### config.mk
export PLATFORM = sky130hd
export DESIGN_NAME = spi_master_tx
export DESIGN_NICKNAME = d
export VERILOG_FILES = /design/src/rtl/spi_pkg.sv /design/src/rtl/spi_clk_div.sv /design/src/rtl/spi_master_tx.sv
export SDC_FILE = /design/constraint.sdc
export NUM_CORES = 1
export LEC_CHECK = 0
export CAP_MARGIN = 5
export CORE_MARGIN = 5
export CORE_UTILIZATION = 50
export CTS_CLUSTER_SIZE = 30
export DETAILED_ROUTE_END_ITERATION = 6
export GPL_TIMING_DRIVEN = 0
export PLACE_DENSITY = 0.73
export SLEW_MARGIN = 20
export SYNTH_ARGS = -nofsm -noshare
export SYNTH_HDL_FRONTEND = slang
export SYNTH_SLANG_ARGS = --single-unit
export TNS_END_PERCENT = 20
### constraint.sdc
create_clock -name clk -period 1.8 [get_ports clk]
set_input_delay 0.18 -clock clk [delete_from_list [all_inputs] [get_ports clk]]
set_output_delay 0.18 -clock clk [all_outputs]
set_load 0.005 [all_outputs]
### src/rtl/spi_pkg.sv
// Shared definitions for both ends of the mode-3 SPI link (master and slave blocks).
package spi_pkg;

    typedef enum logic [2:0] {IDLE, SETUP, XFER, HOLD, GAP} spi_state_t;

    localparam int   SPI_DATA_W = 16;
    localparam logic SPI_CPOL   = 1'b1;  // SCK idle level
    localparam logic SPI_CPHA   = 1'b1;  // shift on leading (falling) edge, sample on trailing (rising)

endpackage

### src/rtl/spi_clk_div.sv
// SCK generator: CLK_DIV-cycle phases, first edge is a fall on the cycle after en rises.
// Strobes are combinational and flag the edge the registered sck takes at the next clk edge.
module spi_clk_div
    import spi_pkg::*;
#(
    parameter int CLK_DIV = 8
) (
    input  logic clk,
    input  logic rst,
    input  logic en,
    output logic sck,
    output logic sck_fall,
    output logic sck_rise,
    output logic hi_end
);

    localparam int CW = $clog2(CLK_DIV);

    logic [CW-1:0] cnt;
    logic          active;
    logic          ph_end;

    assign ph_end   = active && (cnt == CW'(CLK_DIV - 1));
    assign hi_end   = ph_end && (sck == SPI_CPOL);
    assign sck_rise = ph_end && (sck != SPI_CPOL);
    assign sck_fall = en && (!active || hi_end);

    always_ff @(posedge clk) begin
        if (rst || !en) begin
            cnt    <= '0;
            active <= 1'b0;
            sck    <= SPI_CPOL;
        end else begin
            active <= 1'b1;
            if (!active) begin
                sck <= ~SPI_CPOL;
                cnt <= '0;
            end else if (ph_end) begin
                sck <= ~sck;
                cnt <= '0;
            end else begin
                cnt <= cnt + 1'b1;
            end
        end
    end

endmodule

### src/rtl/spi_master_tx.sv
// Mode-3 SPI master: one DATA_W full-duplex frame per handshake, rx_valid as cs_n rises.
// Accepts a word only in IDLE (tx_ready); no queueing, tx_valid elsewhere is ignored.
module spi_master_tx
    import spi_pkg::*;
#(
    parameter int DATA_W   = SPI_DATA_W,
    parameter int CLK_DIV  = 8,
    parameter int CS_SETUP = 4,
    parameter int CS_HOLD  = 4,
    parameter int CS_IDLE  = 4
) (
    input  logic              clk,
    input  logic              rst,
    input  logic [DATA_W-1:0] tx_data,
    input  logic              tx_valid,
    output logic              tx_ready,
    output logic [DATA_W-1:0] rx_data,
    output logic              rx_valid,
    output logic              busy,
    output logic              spi_cs_n,
    output logic              spi_sck,
    output logic              spi_mosi,
    input  logic              spi_miso
);

    localparam int TMR_W = 16;
    localparam int BC_W  = $clog2(DATA_W + 1);

    spi_state_t        state, state_nxt;
    logic [TMR_W-1:0]  tmr;
    logic [BC_W-1:0]   bit_cnt;
    logic [DATA_W-2:0] tx_sh;
    logic [DATA_W-1:0] rx_sh;
    logic              div_en;
    logic              sck_fall, sck_rise, hi_end;

    spi_clk_div #(.CLK_DIV(CLK_DIV)) u_clk_div (
        .clk      (clk),
        .rst      (rst),
        .en       (div_en),
        .sck      (spi_sck),
        .sck_fall (sck_fall),
        .sck_rise (sck_rise),
        .hi_end   (hi_end)
    );

    assign tx_ready = (state == IDLE);
    assign busy     = (state != IDLE);

    always_ff @(posedge clk) begin
        if (rst) state <= IDLE;
        else     state <= state_nxt;
    end

    // div_en covers the SETUP->XFER edge so the first sck fall lands on the first XFER cycle
    always_comb begin
        state_nxt = state;
        div_en    = 1'b0;
        case (state)
            IDLE:  if (tx_valid) state_nxt = SETUP;
            SETUP: if (tmr == TMR_W'(CS_SETUP - 1)) begin
                       state_nxt = XFER;
                       div_en    = 1'b1;
                   end
            XFER:  if (hi_end && bit_cnt == BC_W'(DATA_W)) state_nxt = HOLD;
                   else                                   div_en    = 1'b1;
            HOLD:  if (tmr == TMR_W'(CS_HOLD - 1)) state_nxt = GAP;
            GAP:   if (tmr == TMR_W'(CS_IDLE - 1)) state_nxt = IDLE;
            default: state_nxt = IDLE;
        endcase
    end

    always_ff @(posedge clk) begin
        if (rst) begin
            tmr      <= '0;
            bit_cnt  <= '0;
            tx_sh    <= '0;
            rx_sh    <= '0;
            rx_data  <= '0;
            rx_valid <= 1'b0;
            spi_cs_n <= 1'b1;
            spi_mosi <= 1'b0;
        end else begin
            rx_valid <= 1'b0;
            tmr      <= (state == IDLE || state_nxt != state) ? '0 : tmr + 1'b1;
            case (state)
                IDLE: if (tx_valid) begin
                    tx_sh    <= tx_data[DATA_W-2:0];
                    spi_mosi <= tx_data[DATA_W-1];
                    spi_cs_n <= 1'b0;
                    bit_cnt  <= '0;
                end
                XFER: begin
                    // bit 0 was presented during SETUP; later falls advance the shifter
                    if (sck_fall && bit_cnt != '0) begin
                        spi_mosi <= tx_sh[DATA_W-2];
                        tx_sh    <= tx_sh << 1;
                    end
                    if (sck_rise) begin
                        rx_sh   <= {rx_sh[DATA_W-2:0], spi_miso};
                        bit_cnt <= bit_cnt + 1'b1;
                    end
                end
                HOLD: if (state_nxt == GAP) begin
                    rx_data  <= rx_sh;
                    rx_valid <= 1'b1;
                    spi_cs_n <= 1'b1;
                    spi_mosi <= 1'b0;
                end
                default: ;
            endcase
        end
    end

endmodule
# Yosys cells after proc, flatten, opt, wreduce, memory -nomap -nowiden

Cells that the tools add are included.

Div/mod/pow operators: 0
Mux-type cells: 26
$add $sub $neg: 3
Bitwise operators: 3
Reduce and logical (&&, ||, !) cells: 26
Shifts and indexed selects: 0
$lt $le $gt $ge: 0
Eq/ne operators: 14
Multiply operators: 0

Operator list:

| cell                                           | count |
|---|---|
| two-way mux 15 bit                             | 2 |
| case mux 15 bit (2 select lines)               | 1 |
| adder 16 x 1 -> 16 bit, second input constant  | 1 |
| == test 16 x 2 -> 1 bit, second input constant | 1 |
| two-way mux 3 bit                              | 5 |
| case mux 3 bit (5 select lines)                | 1 |
| two-way mux 1 bit                              | 11 |
| two-way mux 5 bit                              | 2 |
| != test 2 bit, second input constant           | 5 |
| case mux 5 bit (2 select lines)                | 1 |
| == test 3 bit, second input constant           | 3 |
| AND reduction 3 bit                            | 3 |
| == test 3 x 2 -> 1 bit, second input constant  | 2 |
| logical AND 1 bit                              | 6 |
| nonzero test 3 bit                             | 2 |
| adder 5 x 1 -> 5 bit, second input constant    | 1 |
| == test 5 bit, second input constant           | 1 |
| nonzero test 5 bit                             | 1 |
| case mux 1 bit (2 select lines)                | 2 |
| AND reduction 2 bit                            | 2 |
| AND reduction 4 bit                            | 1 |
| nonzero test 2 bit                             | 2 |
| OR reduction 2 bit                             | 2 |
| adder 3 x 1 -> 3 bit, second input constant    | 1 |
| other kinds (8)                                | 13 |

Bits in registers: 79
Output and inout port bits: 22
Memories: 0
Bits in latches: 0
Bits in read-only memories: 0
Bits in writable memories: 0

# Logic depth before layout (Yosys ltp)

Gate-level depths: netlist of run 1.

Depth in word-level cells: 10
Depth in mapped cells: 7

# Cells and area by module

Synthesis of run 1 repeated with hierarchy kept, for this count alone.

Cells, all modules: 401
Area total of the unflattened synthesis: 3,593.4 um^2

Modules (own cells, without submodules):

| module        | cells an instance | area an instance (um^2) | instances |
|---|---|---|---|
| spi_master_tx | 381               | 3,379.5                 | 1 |
| spi_clk_div   | 20                | 214.0                   | 1 |

# Least setup slack after synthesis of run 1

No wires, ideal clock.

Path type: register to register
Start point: reg bit_cnt[0]
End point: reg tmr[10]
Path slack: -0.189 ns
Arrival: 1.872 ns
Stages on the path, launching flop included: 8
Clock period less this slack: 1.989 ns
Setup time: 0.117 ns
Buffers on the path: 1
Cell sequence: dfxtp_1 -> inv_1 -> ha_1 -> or3b_2 -> or2_2 -> a32oi_2 -> buf_2 -> nor2_1

Longest elaborated chain between the ends: 7

Ends and longest elaborated chain:

| element                         | line                 | text |
|---|---|---|
| start, declared                 | spi_master_tx.sv:31  | `logic [BC_W-1:0] bit_cnt;` |
| start signal, assigned          | spi_master_tx.sv:101 | `bit_cnt <= bit_cnt + 1'b1;` |
| == test 5 bit                   | spi_master_tx.sv:65  | `XFER: if (hi_end && bit_cnt == BC_W'(DATA_W)) state_nxt = HOLD;` |
| logical AND 1 bit               | spi_master_tx.sv:65  |  |
| two-way mux 3 bit               | spi_master_tx.sv:65  |  |
| case mux 3 bit (5 select lines) | spi_master_tx.sv:59  | `case (state)` |
| != test 3 bit                   | spi_master_tx.sv:85  | `tmr <= (state == IDLE \|\| state_nxt != state) ? '0 : tmr + 1'b1;` |
| logical OR 1 bit                | spi_master_tx.sv:85  |  |
| OR reduction 2 bit (no line)    | n/a                  |  |
| end signal, assigned            | spi_master_tx.sv:85  |  |
| end, declared                   | spi_master_tx.sv:30  | `logic [TMR_W-1:0] tmr;` |

Every way passes these cells.
A chain may end at the register's enable or synchronous reset.

# Worst setup path after layout of run 1

Start point: reg bit_cnt[1]
End point: reg tmr[15]

The elaborated chain is that of the path after synthesis.

==> flow_summary.json, run 1 <==
{
  "die_x_um": 93.7,
  "reg2regPathDepth": 7,
  "cts-root-buf": "clkbuf_8",
  "rr_startpoint": "bit_cnt[1]",
  "fillers": 573,
  "io_buffer_count": 40,
  "grt_max_degree": 16,
  "rrSetupSlack_ns": -0.05,
  "async_reset_ff_share_pct": 0,
  "synth_area_um2": 3500,
  "crit_family": "simple AND/OR/NAND/NOR gates",
  "crit_start": "bit_cnt[1]",
  "cts.clk_slew.worst_paths_ns": 0.09,
  "ios": 42,
  "worstSetupPathType": "flop to flop",
  "htree_levels": 3,
  "rsz0062_at_grt": "yes",
  "status": "finished with violations",
  "seqCellArea_um2": 1590,
  "rows": 30,
  "crit_chain": "inv_2, ha_4, or3b_4, or2_4, a32oi_4, buf_6, a21oi_1",
  "drv_cap": 0,
  "worstReg2RegEnd": "tmr[15]",
  "syn-instance-count": 396,
  "drcViolationCount": 0,
  "grt_pass1_wl_um": 13400,
  "yosys_warnings": 0,
  "ir_worst_vdd_mv": 0.411,
  "vias": 3056,
  "hold_class": "input port to flop",
  "place_inst": 532,
  "finalNonFillerCells": 565,
  "maxSlewViolCount": 0,
  "syn_avg_cell_area_um2": 8.85,
  "finalPower_mw": 3.44,
  "clk_latency_ns": 0.36,
  "wl_per_cell_um": 14.6,
  "die_h_um": 93.7,
  "vias_per_cell": 5.41,
  "drt.antenna.violating_nets": 0,
  "area_delta_synth_final_pct": 29.6,
  "finalSetupViolCount": 21,
  "die-area_um2": 8780,
  "antenna_found_initial": 0,
  "hp-start": "rst",
  "core_area_um2": 6790,
  "synth_seq_area_share_pct": 45.1,
  "n_antenna_cell": 0,
  "hold_path_depth": 2,
  "multiInputGateArea_um2": 1880,
  "min_period_over_period_pct": 103,
  "p_leak_nw": 1.63,
  "cts.sinks": 79,
  "drive_above_1_share_pct": 22.8,
  "cp.buffers_inverters": 2,
  "p_per_area_nw_per_um2": 757,
  "finClkSkew_ns": 0.0104,
  "critPathSlowestCell": "or3b_4",
  "synth_cell_type_count": 44,
  "cp-start-kind": "flop",
  "hold_viol": 0,
  "numCtsBuffers": 9,
  "yosys.area.top_type_share_pct": 45.1,
  "worst_pin_slew_ns": 0.701,
  "synthesis.nets": 421,
  "hpwlAfterDp_um": 5400,
  "drt-total-wl_um": 8270,
  "worst_slack_ns": -0.0452,
  "start_util_pct": 51.6,
  "grtUsageTotal_pct": 19.1,
  "grt_pass1_vias": 2811,
  "arrival_ns": 2.08,
  "gp_congestion": 0.859,
  "fmax_mhz": 542,
  "clock_path_buffers": 2,
  "fin_nets": 489,
  "synth_seq_cells": 79,
  "whs_endpoint": "tx_sh[1]",
  "cp.required_ns": 2.04,
  "cts_tree": "done",
  "ys.flop_type": "dfxtp_1",
  "overflow": 0,
  "relSlewSlack_pct": 53.2,
  "yosys-top-cells-area": "dfxtp_1 (45%), a21oi_1 (6.1%), a211oi_2 (5.0%)",
  "drt-initial-drc-count": 130,
  "cp_max_fo": 4,
  "drtPass1Iterations": 6,
  "violations": "setup timing",
  "cp_slowest_stage_delay_ns": 0.38,
  "synth_top_area_cell": "dfxtp_1",
  "synth_edf_count": 0,
  "crit_path_end_kind": "flop",
  "period_needed_ns": 1.85
}
## per-layer routing
metal	share of wire [%]	vias up	GRT usage, %
met1	47	1440	26.1
met3	4.0	14	3.37
met2	47	71	28.6
li1	-	1531	-
met4	1.6	0	9.99
met5	0	-	0
## layout by cell type, fill, tap and decap left out, types with 3 or more instances in the layout
cell             count
clkbuf_8            10
clkbuf_2             4
ha_4                 3
buf_6                8
dfxtp_1             74
nand4_1              9
or3_1                4
nand2b_1             4
o21ai_0             22
nor2_1              25
buf_4               18
clkbuf_1            11
buf_2                3
nand3_1             25
nand2_1             43
nor3_1               5
mux2i_1             16
nor4b_2              3
clkdlybuf4s50_1     38
dfxtp_2              5
and3_1               3
inv_1                9
a21oi_1             43
nor2_2               9
xor2_1               8
inv_6                3
nor4_1               5
a211oi_2            14
xnor2_1              5
## stage by stage
step                      hold WS (ns)  setup TNS (ns)  area [µm²]  util [%]  worst slack (ns)
after floorplan                  0.316               0        3520         -            0.0206
after global placement           0.419          -10.24        4040      59.5            -0.230
after detailed placement         0.424          -12.13        4040      59.5            -0.293
after CTS                        0.277          -0.878        4400      64.8           -0.0688
after global routing             0.300           -2.52        4540      66.9           -0.0985
final                            0.266          -0.510        4540      66.9           -0.0452
## state kept, by name, summed over array words and instances, names as in the netlist
signal            cells
bit_cnt               5
tmr                  16
u_clk_div.active      1
u_clk_div.cnt         3
rx_valid              1
u_clk_div.sck         1
state                 3
rx_data              16
spi_cs_n              1
spi_mosi              1
tx_sh                15
rx_sh                16
## kinds of logic after synthesis
kind of cell             count (synthesis)  share of synthesized area (%)
AO/OA/AOI/OAI                           90                           17.6
XOR/XNOR                                13                           3.25
adder cells (fa/ha/maj)                  5                           1.79
buffers and inverters                   39                           5.14
flip-flops                              79                           45.1
multiplexers                            16                           4.57
AND/OR/NAND/NOR                        154                           22.5
## timing repair
action	in CTS	in global routing
resized for setup	35	19
hold buffers	0	0
gates cloned	1	2
buffers inserted	7	10
pin swaps	12	5
setup endpoints to repair	69	63
## how the worst max path moves through the flow
stage	to	slack [ns]	cells past startpoint
floorplan	tmr[10]	0.02	7
global placement	rx_sh[13]	-0.23	7
detailed placement	bit_cnt[3]	-0.29	5
CTS	tx_sh[5]	-0.07	6
global route	tmr[14]	-0.1	7
finish	tmr[15]	-0.05	7
## synthesized netlist by cell type, drive strengths merged, types with 3 or more instances
library cell and number:
inv 11, nor3 5, ha 5, nand2b 4, nor4 7, buf 11, nand3 25, and3 3
or2 3, o21ai 22, nor4b 3, mux2i 16, nand2 43, a21oi 44, or3b 3, nor2 34
clkbuf 17, xor2 8, dfxtp 79, or3 5, nand4 9, a211oi 14, xnor2 5
## where the power goes
group,total [mW],leakage [nW],internal (mW),switching [mW]
Sequential,1.80,0.643,1.78,0.0211
Combinational,0.271,0.879,0.142,0.129
Clock,1.37,0.106,0.660,0.707
Total,3.44,1.63,2.58,0.857
## layout make-up
cell class	count	area share, %
multi-input cells	278	41.3
plain buffers	25	3.44
clock buffers	9	2.73
clock inverters	7	1.71
well taps	96	2.64
flip-flops and latches	79	35.0
repair buffers	60	12.3
inverters	11	0.909
## worst register-to-register path, cell delays in order (launching register included)
cell	delay [ns]
dfxtp_2	0.35
inv_2	0.07
ha_4	0.13
or3b_4	0.38
or2_4	0.25
a32oi_4	0.33
buf_6	0.17
a21oi_1	0.04
(Power assumes the default switching activity.)
==> run 2, diff against run 1 <==
--- a/config.mk
+++ b/config.mk
@@ -6,7 +6,6 @@
 export NUM_CORES = 1
 export LEC_CHECK = 0
 export CAP_MARGIN = 5
-export CORE_MARGIN = 5
 export CORE_UTILIZATION = 50
 export CTS_CLUSTER_SIZE = 30
 export DETAILED_ROUTE_END_ITERATION = 6
==> constraint.sdc (replaced) <==
create_clock -name clk -period 1.6 [get_ports clk]
set_input_delay 0.16 -clock clk [delete_from_list [all_inputs] [get_ports clk]]
set_output_delay 0.16 -clock clk [all_outputs]
set_load 0.005 [all_outputs]
==> run 2 against run 1 <==
The flow still finishes with violations (setup timing); sequential power up 13%; power up 18%; register-to-register slack worse by 0.13 ns; non-clock buffer count up 5; critical path depth unchanged; global-route usage up 3.5 points; first-iteration DRC count up 11%; largest cell class unchanged.
==> flow_summary.json, run 2 (synthesized netlist as in run 1, its figures left out) <==
{
  "crit_path_end_kind": "flop",
  "hold_path_depth": 2,
  "drt-initial-drc-count": 144,
  "worstSetupPathType": "flop to flop",
  "rrSetupSlack_ns": -0.17,
  "cts_tree": "done",
  "die_x_um": 85.7,
  "antenna_found_initial": 0,
  "io_buffer_count": 40,
  "cts.sinks": 79,
  "die_h_um": 85.7,
  "use_met3_pct": 3.46,
  "worst_pin_slew_ns": 0.730,
  "fillers": 510,
  "finalSetupViolCount": 46,
  "wl_per_cell_um": 15.4,
  "violations": "setup timing",
  "overflow": 0,
  "clock_path_buffers": 2,
  "cp_max_fo": 10,
  "start_util_pct": 51.6,
  "p_per_area_nw_per_um2": 844,
  "core_area_um2": 6790,
  "n_antenna_cell": 0,
  "drt-total-wl_um": 8790,
  "drive_above_1_share_pct": 27.4,
  "vias_per_cell": 5.47,
  "drcViolationCount": 0,
  "grt_max_degree": 16,
  "grtUsageTotal_pct": 22.5,
  "finalPower_mw": 4.06,
  "grtUsageMet2_pct": 36.7,
  "hold_slack_ns": 0.267,
  "dp_slack_ns": -0.425,
  "numCtsBuffers": 9,
  "hold_class": "input port to flop",
  "finClkSkew_ns": 0.0123,
  "grt_pass1_wl_um": 13300,
  "final_cell_mix": "dfxtp_1 (69), nand2_1 (43), a21oi_1 (40), clkdlybuf4s50_1 (38), nand3_1 (25)",
  "whs_endpoint": "tx_sh[1]",
  "p_leak_nw": 1.71,
  "ir_worst_vdd_mv": 0.470,
  "fmax_mhz": 563,
  "final_common_cell": "dfxtp_1",
  "clk_latency_ns": 0.35,
  "relSlewSlack_pct": 51.3,
  "cts.clk_slew.worst_paths_ns": 0.09,
  "rr_startpoint": "bit_cnt[1]",
  "finalNonFillerCells": 571,
  "vias": 3121,
  "rsz0062_at_grt": "yes",
  "drv_cap": 0,
  "hpwlAfterDp_um": 5330,
  "cp-start-kind": "flop",
  "arrival_ns": 2.02,
  "status": "finished with violations",
  "maxSlewViolCount": 0,
  "period_needed_ns": 1.77,
  "hp-start": "rst",
  "crit_start": "bit_cnt[1]",
  "drt.antenna.violating_nets": 0,
  "use_met1_pct": 30.4,
  "hold_viol": 0,
  "gp_congestion": 0.815,
  "die-area_um2": 7350,
  "area_delta_synth_final_pct": 37.5,
  "ios": 42,
  "reg2regPathDepth": 7,
  "top_regs": "rx_data x16, rx_sh x16, tmr x16",
  "rows": 30,
  "cts-root-buf": "clkbuf_8",
  "fin_nets": 495,
  "grt_most_used_layer": "met2",
  "place_inst": 532,
  "hold_buffers": 0,
  "htree_levels": 3,
  "min_period_over_period_pct": 111,
  "grt_pass1_vias": 2871,
  "worstReg2RegEnd": "tmr[10]",
  "drtPass1Iterations": 4,
  "cp.required_ns": 1.85,
  "worst_slack_ns": -0.175
}
## run 2: changes by cell type in the layout (fill, tap and decap cells not counted), moves of 3 or more
cell	before	now
buf_4	18	23
dfxtp_1	74	69
nor2_4	0	4
a21oi_1	43	40
dfxtp_4	0	3
nor2_1	25	22
nor4_1	5	2
## run 2: cell type report
| cell class | count | area, µm² | share of cell area [%] |
|---|---|---|---|
| sequential | 79 | 1600 | 33.3 |
| timing repair buffer | 66 | 619 | 12.9 |
| clock buffer | 9 | 124 | 2.57 |
| buffer | 24 | 163 | 3.38 |
| tap | 96 | 120 | 2.49 |
| inverter | 11 | 41.3 | 0.857 |
| multi-input combinational | 279 | 2040 | 42.4 |
| clock inverter | 7 | 105 | 2.18 |
## run 2: power by group
| group | leakage (nW) | switching (mW) | internal, mW |
|---|---|---|---|
| registers | 0.646 | 0.0295 | 2.00 |
| clock network | 0.112 | 0.804 | 0.901 |
| logic | 0.955 | 0.158 | 0.173 |
## run 2: critical path: stages, from the launching register on
cell     delay [ns]
dfxtp_2        0.35
inv_2          0.07
ha_4           0.14
or3b_4         0.38
or2_4          0.25
a32oi_4        0.24
buf_6          0.18
nor2_1         0.05
## run 2: repair_timing
action / in CTS / in global routing
cloned: 1 / 1
setup buffers: 12 / 13
setup endpoints to repair: 79 / 80
resized for setup: 46 / 40
pin swaps: 14 / 17
## run 2: worst max path at each step
stage	end	cells past startpoint
after global placement	rx_data[6]	7
after floorplan	tx_sh[2]	7
after global routing	tmr[9]	7
after detailed placement	rx_data[6]	5
after CTS	tx_sh[14]	8
final	tmr[10]	7
## run 2: per-layer routing
metal	wire length [µm]	part of all wire (%)
met1	4130	47
met5	0	0
met3	287	3.3
met2	4270	49
met4	111	1.3
## run 2: metrics by stage
step	cell area, µm²	setup TNS (ns)	utilization, %
6_report	4820	-4.89	70.9
5_1_grt	4820	-8.32	70.9
4_1_cts	4570	-5.68	67.2
3_5_place_dp	4090	-20.43	60.2
3_3_place_gp	4090	-18.38	60.2
2_1_floorplan	3570	-2.20	-
==> run 3, diff against run 2 <==
--- a/config.mk
+++ b/config.mk
@@ -7,10 +7,12 @@
 export LEC_CHECK = 0
 export CAP_MARGIN = 5
 export CORE_UTILIZATION = 50
+export CTS_BUF_LIST = sky130_fd_sc_hd__clkbuf_16
 export CTS_CLUSTER_SIZE = 30
 export DETAILED_ROUTE_END_ITERATION = 6
 export GPL_TIMING_DRIVEN = 0
 export PLACE_DENSITY = 0.73
+export REMOVE_ABC_BUFFERS = 1
 export SLEW_MARGIN = 20
 export SYNTH_ARGS = -nofsm -noshare
 export SYNTH_HDL_FRONTEND = slang
==> run 3 against run 2 <==
The run still ends with setup timing left; via count fell by 2.5%; utilization fell by 1.3 points; power rose by 11%; routed wire length fell by 3.1%; combinational power fell by 7.6%; hold slack got worse by 0.0082 ns.
==> flow_summary.json, run 3 (synthesized netlist as in run 1, its figures left out) <==
{
  "rr_startpoint": "bit_cnt[1]",
  "clk_latency_ns": 0.34,
  "drcViolationCount": 0,
  "drt-initial-drc-count": 170,
  "ios": 42,
  "overflow": 0,
  "whs_endpoint": "bit_cnt[0]",
  "post-route-util_pct": 69.6,
  "top_regs": "rx_data x16, rx_sh x16, tmr x16",
  "fin_nets": 466,
  "drt.antenna.violating_nets": 0,
  "hold_viol": 0,
  "drtPass1Iterations": 4,
  "die_x_um": 85.7,
  "status": "finished with violations",
  "gp_congestion": 0.759,
  "cp.required_ns": 1.83,
  "drive_above_1_share_pct": 27.1,
  "cp_max_fo": 8,
  "maxSlewViolCount": 0,
  "hp-start": "rst",
  "period_needed_ns": 1.80,
  "worst_slack_ns": -0.202,
  "hold_class": "input port to flop",
  "design_area_um2": 4730,
  "placed_area_um2": 3950,
  "rrSetupSlack_ns": -0.20,
  "wl_per_cell_um": 15.7,
  "grt_max_degree": 39,
  "start_util_pct": 51.6,
  "violations": "setup timing",
  "area_delta_synth_final_pct": 34.9,
  "die_h_um": 85.7,
  "cts_tree": "done",
  "drv_cap": 0,
  "p_leak_nw": 1.64,
  "io_buffer_count": 41,
  "reg2regPathDepth": 7,
  "cts-root-buf": "clkbuf_16",
  "worstReg2RegEnd": "tmr[14]",
  "hold_path_depth": 2,
  "clock_path_buffers": 2,
  "p_per_area_nw_per_um2": 958,
  "core_area_um2": 6790,
  "hpwlAfterDp_um": 4670,
  "cp-start-kind": "flop",
  "rsz0062_at_grt": "yes",
  "grtUsageTotal_pct": 23.9,
  "min_period_over_period_pct": 113,
  "antenna_found_initial": 0,
  "worst_pin_slew_ns": 0.581,
  "numCtsBuffers": 9,
  "n_antenna_cell": 0,
  "crit_path_end_kind": "flop",
  "htree_levels": 3,
  "final_common_cell": "dfxtp_1",
  "vias": 3043,
  "vias_per_cell": 5.61,
  "rows": 30,
  "timing.setup.tns_ns": -6.26,
  "fillers": 521,
  "hold_slack_ns": 0.259,
  "ir_worst_vdd_mv": 0.809,
  "finalSetupViolCount": 56,
  "arrival_ns": 2.03,
  "drt-total-wl_um": 8520,
  "relSlewSlack_pct": 61.3,
  "die-area_um2": 7350,
  "fmax_mhz": 555,
  "grt_pass1_vias": 2909,
  "worstSetupPathType": "flop to flop",
  "final_cell_mix": "dfxtp_1 (71), nand2_1 (43), a21oi_1 (40), clkdlybuf4s50_1 (38), nand3_1 (25)",
  "grt_pass1_wl_um": 13600,
  "cts.sinks": 79,
  "cts.clk_slew.worst_paths_ns": 0.06,
  "finClkSkew_ns": 0.00830
}
==> run 3: cell types whose count changed in the layout (fill, tap and decap cells not counted), sizes merged <==
cell	delta
and4	+1
buf	-15
a41oi	-1
dlygate4sd2	+2
clkdlybuf4s15	-2
clkbuf	-14
==> run 3: area by class of cell <==
type	count	area, µm²	share of cell area (%)
multi-input combinational	279	2020	42.7
sequential	79	1600	33.8
timing repair buffer	61	626	13.2
clock buffer	9	225	4.77
tap	96	120	2.54
clock inverter	7	97.6	2.07
inverter	11	41.3	0.874
==> run 3: worst max-delay path: stages (launching register included) <==
cell and delay, ns:
dfxtp_2 0.33, inv_2 0.07, ha_4 0.13, or3b_4 0.38, or2_4 0.27, a32oi_4 0.26, buf_6 0.21, nor2_1 0.05
==> run 3: metal layers <==
| layer | routed length, µm | GRT usage [%] | up-vias | part of all wire, % |
|---|---|---|---|---|
| met3 | 354 | 5.58 | 23 | 4.2 |
| met2 | 4290 | 39.9 | 78 | 50 |
| met5 | 0 | 0 | - | 0 |
| li1 | - | - | 1484 | - |
| met4 | 231 | 11.5 | 0 | 2.7 |
| met1 | 3640 | 29.1 | 1458 | 43 |
==> run 3: where the power goes <==
| part | total (mW) | leakage, nW | switching (mW) | internal, mW |
|---|---|---|---|---|
| combinational | 0.306 | 0.837 | 0.150 | 0.157 |
| clock | 2.19 | 0.157 | 0.819 | 1.37 |
| sequential | 2.03 | 0.645 | 0.0296 | 2.00 |
==> run 3: worst max-delay path by stage <==
| stage | slack, ns | endpoint | startpoint |
|---|---|---|---|
| final | -0.20 | tmr[14] | bit_cnt[1] |
| after floorplan | -1.41 | tx_sh[10] | state[1] |
| after global placement | -1.99 | tmr[14] | rst |
| after global routing | -0.26 | tmr[7] | bit_cnt[0] |
| after CTS | -0.17 | tmr[15] | bit_cnt[1] |
| after detailed placement | -0.97 | tx_sh[10] | state[1] |
==> run 3: what timing repair did <==
| action | CTS | global route |
|---|---|---|
| hold buffers | 0 | 0 |
| cloned | 2 | 0 |
| resized for setup | 65 | 32 |
| buffers inserted | 16 | 0 |
| endpoints found under the setup margin | 81 | 76 |
| pin swaps | 29 | 10 |
==> run 3: metrics by stage <==
step | worst slack (ns) | std cells | total power [mW]
finish | -0.202 | 542 | 4.53
floorplan | -1.41 | 368 | 2.20
detailed placement | -0.968 | 510 | 2.33
CTS | -0.172 | 544 | 4.56
global route | -0.260 | 542 | 4.68
global placement | -1.99 | 505 | 2.31
